**src/rtl/time_set_controller.sv**
```systemverilog
// time_set_controller: time-of-day registers, debounced MODE/INC set-mode FSM and field blink blanking.
module time_set_controller #(
    parameter int DEBOUNCE_CYCLES = 50000,
    parameter int BLINK_CYCLES    = 25000000,
    parameter int HOUR_MAX        = 23
) (
    input  logic       clk,
    input  logic       reset,
    input  logic       tick,
    input  logic       btn_mode,
    input  logic       btn_inc,
    output logic [4:0] hours,
    output logic [5:0] minutes,
    output logic [5:0] seconds,
    output logic [1:0] mode,
    output logic       blank_h,
    output logic       blank_m,
    output logic       blank_s
);
    localparam int DW = $clog2(DEBOUNCE_CYCLES + 1);
    localparam int BW = $clog2(BLINK_CYCLES + 1);

    typedef enum logic [1:0] {RUN, SET_H, SET_M, SET_S} state_t;

    state_t          state, state_nx;
    logic   [1:0]    raw, press;
    logic            press_mode, press_inc, inc_ok, blink_phase;
    logic   [BW-1:0] blink_cnt;

    assign raw = {btn_inc, btn_mode};

    // Per button: 2-flop synchronizer, stability counter, rising edge of accepted level.
    for (genvar i = 0; i < 2; i++) begin : g_btn
        logic          s1, s2, lvl, lvl_q;
        logic [DW-1:0] cnt;
        always_ff @(posedge clk or posedge reset) begin
            if (reset) begin
                s1    <= 1'b0;
                s2    <= 1'b0;
                lvl   <= 1'b0;
                lvl_q <= 1'b0;
                cnt   <= '0;
            end else begin
                s1    <= raw[i];
                s2    <= s1;
                lvl_q <= lvl;
                if (s2 == lvl)
                    cnt <= '0;
                else if (cnt == DW'(DEBOUNCE_CYCLES - 1)) begin
                    cnt <= '0;
                    lvl <= s2;
                end else
                    cnt <= cnt + 1'b1;
            end
        end
        assign press[i] = lvl & ~lvl_q;
    end

    assign press_mode = press[0];
    assign press_inc  = press[1];
    assign inc_ok     = press_inc & ~press_mode;

    always_ff @(posedge clk or posedge reset) begin
        if (reset)
            state <= RUN;
        else
            state <= state_nx;
    end

    always_comb begin
        state_nx = press_mode ? state_t'(state + 2'd1) : state;
    end

    always_ff @(posedge clk or posedge reset) begin
        if (reset) begin
            hours   <= '0;
            minutes <= '0;
            seconds <= '0;
        end else if (state == RUN && tick) begin
            seconds <= (seconds == 6'd59) ? 6'd0 : seconds + 6'd1;
            if (seconds == 6'd59) begin
                minutes <= (minutes == 6'd59) ? 6'd0 : minutes + 6'd1;
                if (minutes == 6'd59)
                    hours <= (hours == 5'(HOUR_MAX)) ? 5'd0 : hours + 5'd1;
            end
        end else if (inc_ok) begin
            if (state == SET_H)
                hours <= (hours == 5'(HOUR_MAX)) ? 5'd0 : hours + 5'd1;
            if (state == SET_M)
                minutes <= (minutes == 6'd59) ? 6'd0 : minutes + 6'd1;
            if (state == SET_S)
                seconds <= 6'd0;
        end
    end

    // Any press restarts the blink so the edited field is visible straight away.
    always_ff @(posedge clk or posedge reset) begin
        if (reset) begin
            blink_cnt   <= '0;
            blink_phase <= 1'b0;
        end else if (press_mode | press_inc) begin
            blink_cnt   <= '0;
            blink_phase <= 1'b0;
        end else if (blink_cnt == BW'(BLINK_CYCLES - 1)) begin
            blink_cnt   <= '0;
            blink_phase <= ~blink_phase;
        end else
            blink_cnt <= blink_cnt + 1'b1;
    end

    assign mode    = state;
    assign blank_h = (state == SET_H) & blink_phase;
    assign blank_m = (state == SET_M) & blink_phase;
    assign blank_s = (state == SET_S) & blink_phase;
endmodule

```
**config.mk**
```make
export PLATFORM = sky130hd
export DESIGN_NAME = time_set_controller
export DESIGN_NICKNAME = d
export VERILOG_FILES = /design/src/rtl/time_set_controller.sv
export SDC_FILE = /design/constraint.sdc
export NUM_CORES = 1
export LEC_CHECK = 0
export BUFFER_PORTS_ARGS = -buffer_cell sky130_fd_sc_hd__buf_2
export CAP_MARGIN = 25
export CORE_ASPECT_RATIO = 0.9
export CORE_UTILIZATION = 35
export DETAILED_ROUTE_END_ITERATION = 16
export PLACE_DENSITY = 0.51
export SETUP_SLACK_MARGIN = 0.02
export SYNTH_ARGS = -nofsm -noshare
export SYNTH_HDL_FRONTEND = slang
export SYNTH_SLANG_ARGS = --single-unit
```
**constraint.sdc**
```tcl
create_clock -name clk -period 6.9 [get_ports clk]
set_input_delay 1.38 -clock clk [delete_from_list [all_inputs] [get_ports clk]]
set_output_delay 1.38 -clock clk [all_outputs]
set_load 0.01 [all_outputs]
```
Yosys cells after proc, flatten, opt, wreduce, memory -nomap -nowiden:

Cells that the tools add are included.

* bits in registers: 85
* input bits: 5
* logic and storage cells: 84

* add/subtract/negate cells: 7
* equal/unequal tests: 13
* mux-type cells: 23
* bitwise gates (word level): 13
* reduce and logical (&&, ||, !) cells: 12

Operators with widths (count)
* 2-to-1 mux 16 bit: 4
* 2-to-1 mux 6 bit: 9
* 2-to-1 mux 25 bit: 2
* adder 16 x 1 -> 16 bit (second input constant): 2
* equality test 16 bit (second input constant): 2
* 2-to-1 mux 5 bit: 6
* adder 25 x 1 -> 25 bit (second input constant): 1
* equality test 25 bit (second input constant): 1
* adder 6 x 1 -> 6 bit (second input constant): 2
* equality test 6 bit (second input constant): 2
* nonzero test 2 bit: 5
* bitwise AND 1 bit: 6
* NOT 1 bit: 6
* AND reduction 2 bit: 3
* adder 5 x 1 -> 5 bit (second input constant): 1
* equality test 5 bit (second input constant): 1
* equality test 2 bit (second input constant): 2
* inequality test 2 x 1 -> 1 bit (second input constant): 2
* AND reduction 4 bit: 1
* AND reduction 3 bit: 1
* adder 2 x 1 -> 2 bit (second input constant): 1
* equality test 1 bit: 2
* equality test 2 x 1 -> 1 bit (second input constant): 1
* zero test 2 bit: 1
* other kinds (3): 4

Longest topological paths before layout:

Gate-level depths: netlist of the first run.

* depth after elaboration: 6
* mapped depth: 8
* mapped depth without buffers: 7

Worst setup path before layout of the first run:

No wires, ideal clock.

* kind: input -> register
* start: input port tick
* end: register minutes[2]
* arrival: 2446 ps
* data required time: 6775 ps
* slack: 4330 ps
* stages: 5
* cell sequence: nand2_1 nor4_2 a41oi_2 nor2b_1 mux2_2

* word-level cells in the longest chain between the ends: 3
* elaborated cells between the ends (all ways): 6

RTL lines
* from (decl): line 9 `input logic tick,`
* logical AND 1 bit (*): line 79 `end else if (state == RUN && tick) begin`
* inequality test 2 x 1 -> 1 bit (no line) / nonzero test 2 bit (equally long branches)
* AND reduction 3 bit (no line)
* to (signal assigned): line 82 `minutes <= (minutes == 6'd59) ? 6'd0 : minutes + 6'd1;`
* to (signal assigned): line 90 `minutes <= (minutes == 6'd59) ? 6'd0 : minutes + 6'd1;`
* to (decl): line 13 `output logic [5:0] minutes,`

Every way passes the cells marked *; elsewhere a longest branch is shown, timed or not.
A chain may end at the register's enable or synchronous reset.

Worst setup path after layout of the first run:

* start: register state[0] (netlist: mode[0])
* end: output port blank_m

* word-level cells in the longest chain between the ends: 2

RTL lines
* from (decl): line 25 `state_t state, state_nx;`
* from (signal assigned): line 67 `state <= state_nx;`
* equality test 2 bit: line 113 `assign blank_m = (state == SET_M) & blink_phase;`
* bitwise AND 1 bit: line 113
* to (decl): line 17 `output logic blank_m,`

No other way between the ends.

==> flow_metrics.py, run 1 <==
metrics = {
    "setup_path": {
        "cp-end-kind": "output pin",
        "r2r_start": "blink_cnt[15]$_DFF_PP0_",
        "path_delay_family": "flip-flops",
        "slowest_delay_ns": 0.44,
        "critical_path_buf_inv_count": 2,
        "criticalPathCategory": "register to output pin",
        "crit_chain": "inv_1 > ha_1 > and2_1 > buf_2",
        "cp.required_ns": 5.52,
        "cp-startpoint": "mode[0]$_DFFE_PP0N_",
        "cp.arrival_ns": 1.37,
        "startpoint_type": "register",
        "slowest_stage": "dfrtp_1",
        "cp_max_fo": 5,
    },
    "sta": {
        "whs_ns": 0.352,
        "period_share": 0.398,
        "drv_slew": 0,
        "max-slew-margin-rel": 0.442,
        "period_needed_ns": 2.75,
        "worstMarginPinSlew_ns": 0.836,
        "fin_ws_ns": 4.15,
        "clock-skew-final_ns": 0.00961,
        "finalSetupTns_ns": 0,
        "fmax_mhz": 364,
        "setup_viol": 0,
        "hold_viol_final": 0,
        "rsz0062_at_grt": "no",
    },
    "job": {
        "max_cap_violations": 0,
    },
    "clock_tree": {
        "tritoncts": "yes",
        "clkTransAtPathRegs_ns": 0.06,
        "cts_buffers": 9,
        "cts.sinks": 85,
        "htreeDepth": 3,
        "post_cts_resized": 0,
        "cts_max_path_buffers": 2,
        "clk_latency_ns": 0.34,
        "ctsHoldBuffers": 0,
        "clk_root_buffer_cell": "clkbuf_16",
        "postCtsSetupRepairBufs": 0,
    },
    "die": {
        "die_x_um": 115,
        "num_rows": 36,
        "floorplan.die_area_um2": 12000,
        "ios": 27,
        "chipHeight_um": 104,
        "core_area_um2": 11000,
        "floorplan.initialDensity": 0.365,
    },
    "global_route": {
        "grt_pass1_wl_um": 13000,
        "antenna_found_initial": 0,
        "grt_util_all_layers": 0.138,
        "grt_remaining_overflow": 0,
        "grt_pass1_vias": 2752,
        "grt_max_degree": 74,
    },
    "placement": {
        "dpl_worst_slack_ns": 4.05,
        "gp_congestion": 0.781,
        "port_buffers": 26,
        "dpl_cell_area_um2": 4310,
        "dpl.cell_count": 566,
        "post-dp-hpwl_um": 4920,
    },
    "yosys": {
        "ys_seq_elements": 85,
        "syn_area_um2": 4030,
        "synthXorXnorAreaFrac": 0.122,
        "synthFlopType": "dfrtp_1",
        "synth_edf_count": 0,
        "yosys.area_share.simple": 0.228,
        "avgSynthCellArea_um2": 10.2,
        "synth_fa_ha_area_frac": 0.0310,
        "synth_cell_types": 40,
        "synth_top_family_by_area": "simple AND/OR/NAND/NOR gates",
        "synth_compound_area_frac": 0.0515,
        "ys_warn_count": 0,
        "synth-seq-area-share": 0.527,
        "postSynthCellCount": 394,
        "syn_nets": 409,
        "synth_mux_area_frac": 0.0140,
        "async_flop_share": 1.00,
    },
    "layout": {
        "utilization": 0.421,
        "num_antenna_cells": 0,
        "areaGrowthSynthToFinish_pct": 15.2,
        "finalNonFillerCells": 583,
        "multi_input_area_um2": 1800,
        "seq_area_um2": 2130,
        "finalNetCount": 441,
        "fillers": 1075,
        "drive_gt1_frac": 0.130,
        "fin_area_um2": 4640,
    },
    "pwr": {
        "power.clock.fraction": 0.465,
        "combPwrFrac": 0.046,
        "irDropWorstVdd_mv": 0.148,
        "internal-power_mw": 0.829,
        "p_sw_mw": 0.239,
        "leakagePower_nw": 2.11,
        "seqPwrFrac": 0.489,
        "power_mw": 1.07,
        "power.density_nw_per_um2": 230,
        "switching_share": 0.224,
    },
    "drt": {
        "drc": 0,
        "num_vias": 2798,
        "finalWirelength_um": 7250,
        "wl_per_cell_um": 12.4,
        "dr.first_iter.drc_count": 160,
        "ant_nets": 0,
        "via_per_inst": 4.80,
        "firstDrtPassIters": 4,
    },
    "min_path": {
        "min_from": "g_btn[1].s1$_DFF_PP0_",
        "min_path_type": "register to register",
    },
    "outcome": {
        "status": "completed",
    },
}
worst reg2reg max path, delay by kind of cell (launching register included):
family / cells / cell delay (ns)
and+or+nand+nor: 5 / 1.73
DFF: 1 / 0.42
flip-flops by register name (all words and copies together) (netlist names):
name	flops
g_btn.s1	2
blink_cnt	25
g_btn.cnt	32
g_btn.lvl_q	2
hours	5
blink_phase	1
seconds	6
mode	2
minutes	6
g_btn.s2	2
g_btn.lvl	2
power groups by stage:
stage	Sequential (mW)	Clock, mW	Combinational (mW)
3_5_place_dp	0.532	0	0.0491
3_3_place_gp	0.531	0	0.0490
5_1_grt	0.525	0.532	0.0591
6_report	0.523	0.496	0.0496
4_1_cts	0.523	0.512	0.0492
2_1_floorplan	0.533	0	0.0277
final timing paths:
check	endpoint	slack [ns]	cells past startpoint
worst max-delay path	blank_m	4.15	4
worst min-delay path	g_btn[1].s2$_DFF_PP0_	0.35	0
worst max register to register	blink_cnt[14]$_DFF_PP0_	4.59	5
worst min register to register	g_btn[1].s2$_DFF_PP0_	0.35	0
max in group asynchronous	g_btn[0].cnt[9]$_DFF_PP0_	5.06	4
min in group asynchronous	g_btn[1].cnt[13]$_DFF_PP0_	0.94	2
placed cells by master (no fill, tap or decap), drive strengths merged, types with 4 or more instances in the layout:
cell type and count:
xor2 26, clkbuf 11, nor2b 4, o31ai 4
nand2 26, nand3 27, buf 28, inv 12
o21ai 15, and3 13, nor4 6, mux2 5
nor2 72, nor3 11, xnor2 30, dfrtp 85
ha 10, nand4 10
cell type report:
class                      count  share of cell area
clock inverter                 5              0.0127
multi-input combinational    289               0.388
clock buffer                  11              0.0544
sequential                    85               0.458
tap                          152              0.0409
timing repair buffer          28              0.0356
inverter                      13              0.0108
Yosys cell counts (4+ instances only):
cell type,instances,share of area
dfrtp_1,85,0.53
nor2_1,72,0.067
xnor2_1,30,0.065
nand3_1,27,0.034
nand2_1,26,0.024
xor2_1,26,0.056
o21ai_0,15,0.019
inv_1,13,0.012
and3_1,12,0.019
nor3_1,11,0.014
ha_1,10,0.031
nand4_1,10,0.016
mux2_2,5,0.014
clkbuf_1,4,0.0037
nor2b_1,4,0.0062
o31ai_1,4,0.0074
cells by family after synthesis:
kind of cell	after synthesis
buffers and inverters	20
adder cells (fa/ha/maj)	10
XOR/XNOR	56
multiplexers	5
AO/OA/AOI/OAI	31
flip-flops	85
AND/OR/NAND/NOR	187
routing by layer:
| metal | part of all wire | global-route usage | vias to the layer above |
|---|---|---|---|
| li1 | - | - | 1408 |
| met1 | 0.52 | 0.197 | 1341 |
| met2 | 0.43 | 0.194 | 39 |
| met3 | 0.034 | 0.0380 | 10 |
| met4 | 0.017 | 0.0566 | 0 |
| met5 | 0 | 0 | - |
(Power assumes the default switching activity.)
==> run 2: changes to the inputs <==
==> constraint.sdc (replaced) <==
create_clock -name clk -period 2.6 [get_ports clk]
set_input_delay 0.52 -clock clk [delete_from_list [all_inputs] [get_ports clk]]
set_output_delay 0.52 -clock clk [all_outputs]
set_load 0.01 [all_outputs]
==> run 2 against run 1 <==
  * Clock skew fell by 0.0022 ns
  * Worst setup slack got worse by 3.7 ns
  * Die area did not move
  * Via count fell by 0.79%
  * Sequential power rose to 2.7 times the previous value
  * Register-to-register slack got worse by 4.2 ns
  * Final area fell by 0.89%
  * Combinational power rose to 2.6 times the previous value
  * Sequential cell count did not move
  * Critical path depth rose by 3
  * First-iteration DRC count rose by 9.4%
  * Clock power rose by 140%
  * Critical path type is now register to register
  * Critical endpoint is now minutes[2]$_DFFE_PP0P_
==> flow_metrics.py, run 2 (same netlist as run 1, synthesis figures left out) <==
metrics = {
    "outcome": {
        "status": "completed",
    },
    "layout": {
        "areaGrowthSynthToFinish_pct": 14.1,
        "finalNetCount": 442,
        "final_common_cell": "dfrtp_1",
        "final_cell_mix": "85 x dfrtp_1, 72 x nor2_1, 30 x xnor2_1",
        "drive_gt1_frac": 0.128,
        "top_register": "g_btn.cnt",
        "fillers": 1073,
        "utilization": 0.417,
        "num_antenna_cells": 0,
        "largest_register_ffs": 32,
        "reg_top3": "g_btn.cnt: 32 flops, blink_cnt: 25 flops",
    },
    "min_path": {
        "min_path_type": "primary input to asynchronous set/reset pin",
    },
    "pwr": {
        "power.clock.fraction": 0.434,
        "leakagePower_nw": 2.09,
        "switching_share": 0.230,
        "internal-power_mw": 2.07,
        "seqPwrFrac": 0.517,
        "irDropWorstVdd_mv": 0.258,
        "power.density_nw_per_um2": 583,
        "p_sw_mw": 0.617,
        "combPwrFrac": 0.049,
    },
    "setup_path": {
        "cp_max_fo": 10,
        "cp.arrival_ns": 2.38,
        "rrSetupSlack_ns": 0.44,
        "cp-end-kind": "register",
        "slowest_stage": "dfrtp_1",
        "crit_chain": "inv_1 > ha_1 > nand2_1 > nor4_2 > a41oi_2 > nor2b_1 > mux2_2",
        "slowest_delay_ns": 0.43,
        "path_delay_family": "simple AND/OR/NAND/NOR gates",
        "r2r_start": "mode[0]$_DFFE_PP0N_",
        "critical_path_buf_inv_count": 1,
        "startpoint_type": "register",
        "cp.required_ns": 2.82,
        "cp-startpoint": "mode[0]$_DFFE_PP0N_",
        "criticalPathCategory": "register to register",
    },
    "global_route": {
        "grt_max_degree": 51,
        "gr-usage-met3": 0.0410,
        "antenna_found_initial": 0,
        "grtUsageMet1": 0.189,
        "grt_remaining_overflow": 0,
        "grt_pass1_vias": 2797,
        "busiest_layer": "met2",
        "grt_util_all_layers": 0.139,
        "grt_pass1_wl_um": 13100,
        "use_met2": 0.207,
    },
    "job": {
        "max_cap_violations": 0,
    },
    "die": {
        "die_x_um": 115,
        "chipHeight_um": 104,
        "ios": 27,
        "floorplan.initialDensity": 0.365,
        "floorplan.die_area_um2": 12000,
        "num_rows": 36,
        "core_area_um2": 11000,
    },
    "sta": {
        "setup_viol": 0,
        "period_needed_ns": 2.16,
        "worstMarginPinSlew_ns": 0.683,
        "drv_slew": 0,
        "clock-skew-final_ns": 0.00739,
        "hold_viol_final": 0,
        "period_share": 0.832,
        "fmax_mhz": 462,
        "finalSetupTns_ns": 0,
        "max-slew-margin-rel": 0.541,
        "rsz0062_at_grt": "no",
    },
    "clock_tree": {
        "tritoncts": "yes",
        "cts.sinks": 85,
        "clk_root_buffer_cell": "clkbuf_16",
        "post_cts_resized": 0,
        "cts_max_path_buffers": 2,
        "postCtsSetupRepairBufs": 0,
        "clkTransAtPathRegs_ns": 0.06,
        "ctsHoldBuffers": 0,
        "cts_buffers": 9,
        "clk_latency_ns": 0.33,
        "htreeDepth": 3,
    },
    "placement": {
        "port_buffers": 26,
        "post-dp-hpwl_um": 4950,
        "gp_congestion": 0.788,
    },
    "drt": {
        "firstDrtPassIters": 4,
        "dr.first_iter.drc_count": 175,
        "finalWirelength_um": 7360,
        "wl_per_cell_um": 12.6,
        "ant_nets": 0,
        "via_per_inst": 4.76,
        "drc": 0,
        "num_vias": 2776,
    },
}
==> run 2: cell count changes in the layout (fill, tap and decap cells not counted) <==
cell,previous run,this run
bufinv_16,1,0
buf_4,1,2
buf_16,1,0
clkinv_4,1,0
clkinvlp_4,2,3
buf_12,0,1
clkbuf_8,2,1
clkbuf_1,0,1
==> run 2: power by group through the flow <==
stage | Clock, mW | Combinational [mW] | Sequential [mW]
2_1_floorplan | 0 | 0.0740 | 1.42
3_3_place_gp | 0 | 0.135 | 1.41
3_5_place_dp | 0 | 0.136 | 1.41
4_1_cts | 1.22 | 0.136 | 1.39
5_1_grt | 1.27 | 0.157 | 1.39
6_report | 1.17 | 0.131 | 1.39
==> run 2: layout make-up <==
cell class	instances	area, um^2	area share
Tap cell	152	190	0.0413
Multi-Input combinational cell	289	1800	0.391
Timing Repair Buffer	29	165	0.0359
Clock inverter	4	25.0	0.00544
Inverter	13	52.6	0.0114
Sequential cell	85	2130	0.462
Clock buffer	11	243	0.0527
==> run 2: through the flow <==
step	area, um^2	cells	setup WS, ns	power, mW	hold WS, ns
6_report	4600	583	0.436	2.68	0.194
5_1_grt	4600	583	0.238	2.82	0.216
4_1_cts	4600	583	0.445	2.75	0.202
3_5_place_dp	4340	568	0.460	1.55	0.354
3_3_place_gp	4340	568	0.583	1.55	0.343
2_1_floorplan	4040	394	0.650	1.49	0.331
==> run 2: worst paths after layout <==
path                                             endpoint  cells after the start
min in group clk                    g_btn[0].s1$_DFF_PP0_                      1
worst max register to register     minutes[2]$_DFFE_PP0P_                      7
worst max-delay path               minutes[2]$_DFFE_PP0P_                      7
max in group asynchronous       g_btn[0].cnt[5]$_DFF_PP0_                      3
worst min register to register      g_btn[1].s2$_DFF_PP0_                      0
worst min-delay path            g_btn[1].cnt[4]$_DFF_PP0_                      2
==> run 2: routing by layer <==
| layer | vias up | wire [um] |
|---|---|---|
| met5 | - | 0 |
| li1 | 1406 | - |
| met2 | 38 | 3220 |
| met4 | 0 | 136 |
| met1 | 1318 | 3720 |
| met3 | 14 | 278 |
==> run 3: changes to the inputs <==
--- a/config.mk
+++ b/config.mk
@@ -5,12 +5,13 @@
 export SDC_FILE = /design/constraint.sdc
 export NUM_CORES = 1
 export LEC_CHECK = 0
+export ABC_AREA = 1
 export BUFFER_PORTS_ARGS = -buffer_cell sky130_fd_sc_hd__buf_2
 export CAP_MARGIN = 25
 export CORE_ASPECT_RATIO = 0.9
 export CORE_UTILIZATION = 35
 export DETAILED_ROUTE_END_ITERATION = 16
-export PLACE_DENSITY = 0.51
+export PLACE_DENSITY = 0.53
 export SETUP_SLACK_MARGIN = 0.02
 export SYNTH_ARGS = -nofsm -noshare
 export SYNTH_HDL_FRONTEND = slang
==> constraint.sdc (replaced) <==
create_clock -name clk -period 1.9 [get_ports clk]
set_input_delay 0.38 -clock clk [delete_from_list [all_inputs] [get_ports clk]]
set_output_delay 0.38 -clock clk [all_outputs]
set_load 0.01 [all_outputs]
==> run 3 against run 2 <==
  * Total power rose by 64%
  * Count of clock-buffer cells in the layout rose by 1
  * Worst setup slack got worse by 0.25 ns
  * Wire length rose by 33%
  * Sequential power rose by 46%
  * Register-to-register slack got worse by 0.15 ns
  * Critical endpoint is now blank_m
  * Largest cell class is now multi-input gates
==> flow_metrics.py, run 3 <==
metrics = {
    "drt": {
        "wl_per_cell_um": 12.0,
        "num_vias": 3837,
        "ant_nets": 0,
        "via_per_inst": 4.68,
        "finalWirelength_um": 9800,
        "firstDrtPassIters": 4,
        "drc": 0,
        "dr.first_iter.drc_count": 193,
    },
    "sta": {
        "clock-skew-final_ns": 0.00531,
        "rsz0062_at_grt": "no",
        "hold_viol_final": 0,
        "drv_slew": 0,
        "fin_ws_ns": 0.191,
        "max-slew-margin-rel": 0.617,
        "finalSetupTns_ns": 0,
        "period_share": 0.899,
        "setup_viol": 0,
        "period_needed_ns": 1.71,
        "worstMarginPinSlew_ns": 0.573,
        "fmax_mhz": 585,
    },
    "placement": {
        "gp_congestion": 0.879,
        "dpl.cell_count": 803,
        "post-dp-hpwl_um": 7470,
        "port_buffers": 26,
        "dpl_worst_slack_ns": 0.294,
    },
    "yosys": {
        "postSynthCellCount": 608,
        "yosys-top-cells-area": "dfrtp_1 45%, nand2_1 11%, nor2_1 9.5%",
        "syn_area_um2": 4680,
        "synth-seq-area-share": 0.455,
        "synth_most_common_cell": "nand2_1",
        "yosys.area.top_type": "dfrtp_1",
        "ys_top_cells_by_count": "139 x nand2_1, 118 x nor2_1, 85 x dfrtp_1",
        "synth_top_area_frac": 0.455,
        "ys_seq_elements": 85,
        "synth_edf_count": 0,
        "async_flop_share": 1.00,
        "synthFlopType": "dfrtp_1",
        "avgSynthCellArea_um2": 7.69,
        "syn_nets": 623,
        "synth_cell_types": 31,
        "ys_warn_count": 0,
    },
    "global_route": {
        "gr-usage-met3": 0.0400,
        "antenna_found_initial": 0,
        "grt_remaining_overflow": 0,
        "grt_pass1_wl_um": 17900,
        "grt_pass1_vias": 3844,
        "use_met2": 0.244,
        "busiest_layer": "met2",
        "grt_max_degree": 29,
        "grtUsageMet1": 0.230,
        "grt_util_all_layers": 0.162,
    },
    "min_path": {
        "min_path_type": "primary input to asynchronous set/reset pin",
    },
    "clock_tree": {
        "cts.sinks": 85,
        "ctsHoldBuffers": 0,
        "postCtsSetupRepairBufs": 0,
        "post_cts_resized": 0,
        "clk_root_buffer_cell": "clkbuf_16",
        "htreeDepth": 3,
        "clk_latency_ns": 0.34,
        "cts_buffers": 9,
        "cts_max_path_buffers": 2,
        "clkTransAtPathRegs_ns": 0.06,
        "tritoncts": "yes",
    },
    "layout": {
        "utilization": 0.420,
        "fillers": 1324,
        "largest_register_ffs": 32,
        "final_cell_mix": "139 x nand2_1, 118 x nor2_1, 85 x dfrtp_1",
        "finalNetCount": 665,
        "areaGrowthSynthToFinish_pct": 15.6,
        "top_register": "g_btn.cnt",
        "drive_gt1_frac": 0.131,
        "final_common_cell": "nand2_1",
        "finalNonFillerCells": 819,
        "reg_top3": "g_btn.cnt: 32 flops, blink_cnt: 25 flops",
        "num_antenna_cells": 0,
    },
    "setup_path": {
        "slowest_stage": "dfrtp_1",
        "slowest_delay_ns": 0.41,
        "path_delay_family": "flip-flops",
        "startpoint_type": "register",
        "crit_top_cell": "inv_1",
        "cp.depth": 5,
        "crit_chain": "inv_1 > ha_1 > nand2_1 > inv_1 > buf_2",
        "criticalPathCategory": "register to output pin",
        "critical_path_buf_inv_count": 3,
        "cp_max_fo": 4,
        "cp.arrival_ns": 1.33,
        "cp.required_ns": 1.52,
        "ff2ff_path_depth": 9,
        "cp-end-kind": "output pin",
    },
    "job": {
        "max_cap_violations": 0,
    },
    "die": {
        "die_x_um": 124,
        "floorplan.initialDensity": 0.363,
        "core_area_um2": 12900,
        "chipHeight_um": 112,
        "ios": 27,
        "num_rows": 39,
        "floorplan.die_area_um2": 13800,
    },
    "pwr": {
        "power.density_nw_per_um2": 814,
        "leakagePower_nw": 2.52,
        "irDropWorstVdd_mv": 0.408,
    },
    "outcome": {
        "status": "completed",
    },
}
run 3: changes by cell type in the layout (fill, tap and decap cells not counted), moves of 9 or more:
| cell | previous run | this run |
|---|---|---|
| nand3_1 | 27 | 49 |
| nor2_1 | 72 | 118 |
| nand2_1 | 26 | 139 |
| a21oi_1 | 2 | 11 |
| inv_1 | 12 | 72 |
| xnor2_1 | 30 | 9 |
| and3_1 | 12 | 0 |
run 3: metal layers:
layer  up-vias  wire (um)  part of all wire
li1       1994          -                 -
met1      1774       5080              0.52
met2        61       4260              0.43
met3         8        370             0.038
met4         0         91            0.0093
met5         -          0                 0
run 3: kinds of logic (layout without fill, tap and decap cells):
family	Yosys count	count (layout)	synth area share
AO/OA/AOI/OAI	32	32	0.0361
XOR/XNOR	30	30	0.0578
adder cells (fa/ha/maj)	10	10	0.0268
buffers and inverters	81	128	0.0661
flip-flops	85	85	0.455
AND/OR/NAND/NOR	370	370	0.358
run 3: path summary, 6_finish.rpt:
kind | endpoint | slack (ns) | from
setup reg to reg | minutes[2]$_DFFE_PP0P_ | 0.29 | mode[0]$_DFFE_PP0N_
hold reg to reg | g_btn[1].s2$_DFF_PP0_ | 0.36 | g_btn[1].s1$_DFF_PP0_
setup / recovery | blank_m | 0.19 | mode[0]$_DFFE_PP0N_
max in group asynchronous | hours[0]$_DFFE_PP0P_ | 1.28 | reset
min in group clk | g_btn[0].s1$_DFF_PP0_ | 0.15 | btn_mode
hold / removal | blink_cnt[10]$_DFF_PP0_ | 0.1 | reset
run 3: cell type report:
| cell class | count | area [um^2] | share of cell area |
|---|---|---|---|
| multi-input combinational | 442 | 2240 | 0.414 |
| sequential | 85 | 2130 | 0.393 |
| inverter | 79 | 300 | 0.0555 |
| clock buffer | 12 | 256 | 0.0474 |
| timing repair buffer | 33 | 208 | 0.0384 |
| tap | 164 | 205 | 0.0379 |
| clock inverter | 4 | 70.1 | 0.0130 |
run 3: metrics by stage:
| stage | hold slack, ns | area [um^2] | power, mW |
|---|---|---|---|
| after detailed placement | 0.343 | 5080 | 2.52 |
| final | 0.0999 | 5410 | 4.40 |
| after CTS | 0.115 | 5410 | 4.47 |
| after global placement | 0.338 | 5080 | 2.51 |
| after global routing | 0.138 | 5410 | 4.63 |
| after floorplan | 0.331 | 4680 | 2.33 |
run 3: worst reg2reg max path, stage by stage (launching register included):
cell and delay [ns]:
dfrtp_1 0.41, inv_1 0.12, ha_1 0.15, nand2_1 0.13, inv_1 0.20, nand2_1 0.16
nand2_4 0.14, inv_2 0.05, nand2_1 0.05, o21ai_0 0.08
run 3: power by group:
| group | internal, mW | total (mW) | switching (mW) |
|---|---|---|---|
| Clock | 1.22 | 1.93 | 0.707 |
| Combinational | 0.186 | 0.452 | 0.266 |
| Sequential | 1.91 | 2.03 | 0.115 |
| Total | 3.32 | 4.40 | 1.09 |
